==> src/rtl/uart_tx_arbiter.sv <==
// rtl/uart_tx_arbiter.sv - packet-level round-robin arbiter sharing one UART TX among byte-stream requesters
// Grant is held for a whole message; a one-entry buffer decouples requesters from the UART handshake.
module uart_tx_arbiter #(
  parameter int N_REQ       = 4,
  parameter int TIMEOUT_CYC = 1024
) (
  input  logic                     clk,
  input  logic                     rstn,
  input  logic [8*N_REQ-1:0]       i_req_data,
  input  logic [N_REQ-1:0]         i_req_valid,
  input  logic [N_REQ-1:0]         i_req_last,
  input  logic [N_REQ-1:0]         i_req_break,
  output logic [N_REQ-1:0]         o_req_ready,
  output logic [7:0]               o_tx_data,
  output logic                     o_tx_valid,
  output logic                     o_tx_break_en,
  input  logic                     i_tx_ready,
  output logic                     o_grant_vld,
  output logic [$clog2(N_REQ)-1:0] o_grant_id,
  output logic                     o_timeout
);

  localparam int IDW = $clog2(N_REQ);
  localparam int CW  = $clog2(TIMEOUT_CYC + 1);
  localparam logic [CW-1:0]  CNT_MAX = CW'(TIMEOUT_CYC);
  localparam logic [IDW-1:0] ID_LAST = IDW'(N_REQ - 1);
  localparam logic [IDW:0]   N_WIDE  = (IDW + 1)'(N_REQ);

  typedef enum logic {IDLE = 1'b0, GRANT = 1'b1} state_e;

  state_e         state_q;
  logic [IDW-1:0] gid_q;
  logic [IDW-1:0] rr_q;
  logic [CW-1:0]  cnt_q;
  logic [7:0]     data_q;
  logic           brk_q;
  logic           valid_q;
  logic           timeout_q;

  logic [IDW-1:0] pick_d;
  logic           pick_vld_d;
  logic [IDW-1:0] rr_d;
  logic [IDW:0]   idx;
  logic [7:0]     g_data;
  logic           g_valid;
  logic           g_last;
  logic           g_break;
  logic           hs;

  assign g_valid = i_req_valid[gid_q];
  assign g_last  = i_req_last[gid_q];
  assign g_break = i_req_break[gid_q];
  assign hs      = (state_q == GRANT) && !valid_q && g_valid;
  assign rr_d    = (gid_q == ID_LAST) ? '0 : gid_q + 1'b1;

  always_comb begin
    g_data = '0;
    for (int i = 0; i < N_REQ; i++) begin
      if (gid_q == IDW'(i)) g_data = i_req_data[8*i +: 8];
    end
  end

  // Search rr_q, rr_q+1, ... with wrap; the first valid requester wins.
  always_comb begin
    pick_vld_d = 1'b0;
    pick_d     = '0;
    idx        = '0;
    for (int j = 0; j < N_REQ; j++) begin
      idx = {1'b0, rr_q} + (IDW + 1)'(j);
      if (idx >= N_WIDE) idx = idx - N_WIDE;
      if (!pick_vld_d && i_req_valid[idx[IDW-1:0]]) begin
        pick_vld_d = 1'b1;
        pick_d     = idx[IDW-1:0];
      end
    end
  end

  always_comb begin
    for (int i = 0; i < N_REQ; i++) begin
      o_req_ready[i] = (state_q == GRANT) && (gid_q == IDW'(i)) && !valid_q;
    end
  end

  always_ff @(posedge clk or negedge rstn) begin
    if (!rstn) begin
      state_q   <= IDLE;
      gid_q     <= '0;
      rr_q      <= '0;
      cnt_q     <= '0;
      data_q    <= '0;
      brk_q     <= 1'b0;
      valid_q   <= 1'b0;
      timeout_q <= 1'b0;
    end else begin
      timeout_q <= 1'b0;
      if (valid_q && i_tx_ready) begin
        valid_q <= 1'b0;
        brk_q   <= 1'b0;
      end
      case (state_q)
        IDLE: begin
          if (pick_vld_d) begin
            state_q <= GRANT;
            gid_q   <= pick_d;
            cnt_q   <= '0;
          end
        end
        GRANT: begin
          // An accepted byte takes priority over an expiring timeout so no byte is lost.
          if (hs) begin
            valid_q <= 1'b1;
            data_q  <= g_data;
            brk_q   <= g_break;
            cnt_q   <= '0;
            if (g_last) begin
              state_q <= IDLE;
              rr_q    <= rr_d;
            end
          end else if (cnt_q == CNT_MAX) begin
            timeout_q <= 1'b1;
            state_q   <= IDLE;
            rr_q      <= rr_d;
          end else if (!g_valid) begin
            cnt_q <= cnt_q + 1'b1;
          end
        end
        default: state_q <= IDLE;
      endcase
    end
  end

  assign o_tx_data     = data_q;
  assign o_tx_valid    = valid_q;
  assign o_tx_break_en = brk_q;
  assign o_grant_vld   = (state_q == GRANT);
  assign o_grant_id    = gid_q;
  assign o_timeout     = timeout_q;

endmodule

==> config.mk <==
export PLATFORM = sky130hd
export DESIGN_NAME = uart_tx_arbiter
export DESIGN_NICKNAME = d
export VERILOG_FILES = /design/src/rtl/uart_tx_arbiter.sv
export SDC_FILE = /design/constraint.sdc
export NUM_CORES = 1
export LEC_CHECK = 0
export BUFFER_PORTS_ARGS = -buffer_cell sky130_fd_sc_hd__buf_2
export CAP_MARGIN = 20
export CORE_UTILIZATION = 56
export CTS_BUF_LIST = sky130_fd_sc_hd__clkbuf_8
export DETAILED_ROUTE_END_ITERATION = 8
export GPL_ROUTABILITY_DRIVEN = 1
export PLACE_DENSITY_LB_ADDON = 0.2
export SLEW_MARGIN = 20
export SYNTH_ARGS = -nofsm -noshare
export SYNTH_HDL_FRONTEND = slang
export SYNTH_SLANG_ARGS = --single-unit
export TNS_END_PERCENT = 5
==> constraint.sdc <==
create_clock -name clk -period 3.2 [get_ports clk]
set_input_delay 0.32 -clock clk [delete_from_list [all_inputs] [get_ports clk]]
set_output_delay 0.32 -clock clk [all_outputs]
set_load 0.1 [all_outputs]
After elaboration in Yosys (flattened, before gate mapping)
Index checks and enable logic that the tools add are counted.
- add/sub/neg operators: 9
- order comparisons: 9
- eq/ne operators: 8
- multiplexer cells: 53
- bitwise operators: 1
- reductions and logical operators: 24
- operators with widths (kind ; number):
    $mux W11 ; 4
    $mux W8 ; 4
    $mux W1 ; 24
    $mux W2 ; 12
    $pmux W11 S2 ; 1
    $lt A2 B3 Y1 const B ; 5
    $bmux W1 S2 ; 7
    $logic_and A1 B1 Y1 ; 14
    $add A11 B1 Y11 const B ; 1
    $eq A11 B11 Y1 const B ; 1
    $ge A3 B3 Y1 const B ; 3
    $sub A2 B1 Y2 const B ; 4
    $add A2 B2 Y3 const B ; 2
    $reduce_and A3 Y1 ; 2
    $eq A2 B2 Y1 const B ; 2
    $logic_not A1 Y1 ; 4
    $ne A2 B2 Y1 const B ; 2
    $reduce_and A2 Y1 ; 2
    $add A2 B1 Y3 const B ; 1
    $ge A2 B3 Y1 const B ; 1
    $ne A3 B2 Y1 const B ; 1
    $ne A3 B3 Y1 const B ; 1
    $add A2 B1 Y2 const B ; 1
    $eq A2 B1 Y1 const B ; 1
    4 further kinds ; 4
- register bits after elaboration: 27
- input port bits: 47
- output and inout port bits: 18
- logic and storage cells: 112

Depth between registers and ports, before layout
- depth after elaboration: 16
- gate-level depth with buffers: 8
- mapped depth without buffers: 6

Least setup slack after synthesis
OpenSTA, ideal clock, no wires.
- path kind: register to output
- start point: register gid_q[0], in the netlist o_grant_id[0]
- end point: output port o_req_ready[2]
- data arrival time: 3.810 ns
- required time: 2.880 ns
- path slack: -0.930 ns
- cell stages (with the launch flop): 7
- cells stage by stage: dfrtp_1 -> buf_6 -> inv_1 -> ha_1 -> clkbuf_1 -> clkinv_1 -> nor3_1
- word-level cells in the longest chain between the ends: 3
- ends and longest elaborated chain (element ; RTL line ; text):
    from (decl) ; 32 ; logic [IDW-1:0] gid_q;
    from (signal assigned) ; 104 ; gid_q <= pick_d;
    $eq A2 B2 Y1 ; 80 ; o_req_ready[i] = (state_q == GRANT) && (gid_q == IDW'(i)) && !valid_q;
    $logic_and A1 B1 Y1 (2 in a row) ; 80 ;
    to (decl) ; 13 ; output logic [N_REQ-1:0] o_req_ready,
No other way between the ends.

Final worst setup path
Same ends and word-level chain as after synthesis.

==> results.cfg <==
[floorplan]
dieArea_um2 = 3580
initial_core_util = 0.6036
die_y_um = 59.84
coreArea_um2 = 3103
die_x_um = 59.84
pin_count = 65
placement_rows = 20

[route]
drc = 0
post_drt_wl_per_cell_um = 14.96
ant_nets = 0
via_per_inst = 5.893
dr.pass1.iters = 4
drtIter0Drc = 112
wirelength_mm = 4.624
vias = 1821

[pwr]
switching_share = 0.5963
power_density_nw_per_um2 = 1049
intPower_uw = 963.5
p_comb_frac = 0.675
power.leakage_uw = 0.001019
switchingPower_uw = 1423
ir_worst_vdd_mv = 0.5626
clock_power_share = 0.085
sequentialPowerShare = 0.240

[clocking]
clockBufferDepth = 2
h-tree-depth = 1
numCtsBuffers = 3
cts_resized = 0
path_clk_slew_ns = 0.10
cts_setup_buffers = 0
cts_root_buffer = clkbuf_8
clkSinkCount = 27
cts_tree = built
cts_hold_buf = 0
clock_latency_ns = 0.28

[final_layout]
final_util = 0.7335
n_antenna_cell = 0
fillCellCount = 257
syn_to_final_growth_pct = 21.51
drive_gt1_frac = 0.3245
final_nets = 319

[logic_synthesis]
synthesis.area_um2 = 1873
synthCells = 207
synth_ff_type = dfrtp_1
yosysTopAreaCell = dfrtp_1
synth_nets = 260
netlist_top_cells_area = dfrtp_1, nand2_1, mux2_2
ys_ff_latch = 27
avgSynthCellArea_um2 = 9.049
ys_seq_area_frac = 0.3607
yosysUniqueCellTypes = 47
async_reset_ff_frac = 1.000
yosys_warnings = 0
yosys-top-cells-count = nand2_1, dfrtp_1, nor2_1
synth_most_common_cell = nand2_1
synth-edff-count = 0
synth_top_area_frac = 0.3607

[worst_setup_path]
critPathArrivalTime_ns = 2.26
r2r_end = cnt_q[3]$_DFFE_PN0P_
setup.worst_path.start = o_grant_id[0]$_DFFE_PN0P_
worstSetupPathType = flop to output pin
r2r_slack_ns = 0.93
path_max_fanout = 11
endpoint_kind = output pin
worstSetupStartpointType = flop
required_ns = 2.88
rr_worst_depth = 4
r2r_start = o_grant_id[0]$_DFFE_PN0P_

[global_route]
grt_pass1_vias = 1562
grt_pass1_wl_mm = 7.065
grt_overflow = 0
grt.total_usage = 0.2646
grt_max_degree = 28
antenna_found_initial = 0

[timing]
maxSlewHeadroom = 0.5128
rsz0062_at_grt = false
clock.fmax_mhz = 387.4
slew_violations = 0
final-setup-viol-count = 0
totalNegativeSetupSlack_ns = 0
worst_pin_slew_ns = 0.7282
hold_viol = 0
final.period_utilization = 0.8067
skew_ns = 0.008858
min_period_ns = 2.581

[placement]
port_buffers = 64
gp_congestion = 0.8123
hpwl_mm = 3.533

[min_path]
hold_class = input pin to async pin

[flow_run]
drv_cap = 0

[outcome]
status = finished clean
==> power groups by stage <==
stage	Combinational, uW	Clock, uW	Sequential (uW)
2_1_floorplan	810	0	1070
3_3_place_gp	1590	0	568
3_5_place_dp	1610	0	577
4_1_cts	1610	205	570
5_1_grt	1700	217	589
6_report	1610	204	572
==> metrics by stage <==
step | power, uW | setup slack (ns) | hold WS (ns) | area, um2 | std cells
2_1_floorplan | 1884 | 0.3171 | 0.02441 | 1884 | 207
3_3_place_gp | 2158 | 1.011 | 0.3630 | 2227 | 305
3_5_place_dp | 2187 | 0.9495 | 0.3706 | 2227 | 305
4_1_cts | 2388 | 0.6364 | 0.06380 | 2276 | 309
5_1_grt | 2511 | 0.4940 | 0.08699 | 2276 | 309
6_report | 2387 | 0.6186 | 0.04060 | 2276 | 309
==> metal layers <==
layer  vias up  global-route usage  wire length [um]
met3         4             0.05844               283
met2        62              0.4222              2193
met4         0             0.05980                40
met1       871              0.3669              2107
met5         -                   0                 0
li1        884                   -                 -
==> sequential cells by signal, summed over array words and instances (netlist names) <==
name / count
o_tx_data: 8
o_grant_id: 2
o_grant_vld: 1
cnt_q: 11
o_timeout: 1
rr_q: 2
o_tx_break_en: 1
o_tx_valid: 1
==> how the worst max path moves through the flow <==
stage | to | slack, ns | cells past startpoint
after floorplan | o_req_ready[2] | 0.32 | 6
after global placement | o_req_ready[2] | 1.01 | 5
after detailed placement | o_req_ready[2] | 0.95 | 5
after CTS | o_req_ready[2] | 0.64 | 5
after global routing | o_req_ready[2] | 0.49 | 5
final | o_req_ready[2] | 0.62 | 5
==> final cells by class <==
class / count / area (um2) / area share
multi-input combinational: 159 / 1127 / 0.4953
sequential: 27 / 675.6 / 0.2969
timing repair buffer: 66 / 335.3 / 0.1473
tap: 44 / 55.05 / 0.02419
clock buffer: 3 / 41.29 / 0.01814
inverter: 9 / 33.78 / 0.01484
clock inverter: 1 / 7.507 / 0.003299
==> logic make-up after synthesis <==
kind of cell | synth area share
compound gates | 0.2098
fa+ha+maj | 0.04008
buf+inv | 0.04743
flops | 0.3607
mux | 0.1116
simple gates | 0.2305
==> worst max-delay path: stages (launching register included) <==
cell and delay [ns]:
dfrtp_1 0.54, inv_1 0.14, ha_1 0.34, clkinv_1 0.33, nor3_4 0.18, buf_2 0.44
==> cell usage in the layout, fill, tap and decap left out, types with 3 or more instances in the layout <==
cell type,synthesis,layout
or3_1,3,3
clkbuf_8,0,3
nor4_1,4,4
nor3_1,5,4
a22oi_1,3,3
dfrtp_1,27,27
o211ai_1,6,6
o21ai_0,9,9
nand3_1,9,9
nor2b_1,3,3
nor2_1,13,13
nand3b_1,4,4
and2_1,6,6
nand2_1,31,31
a221oi_1,7,7
a21oi_1,3,3
inv_1,8,8
mux2_2,7,7
o31ai_1,8,8
mux4_2,3,3
mux2i_1,4,4
buf_2,2,64
ha_1,6,6
Power figures use the tool's default switching activity.
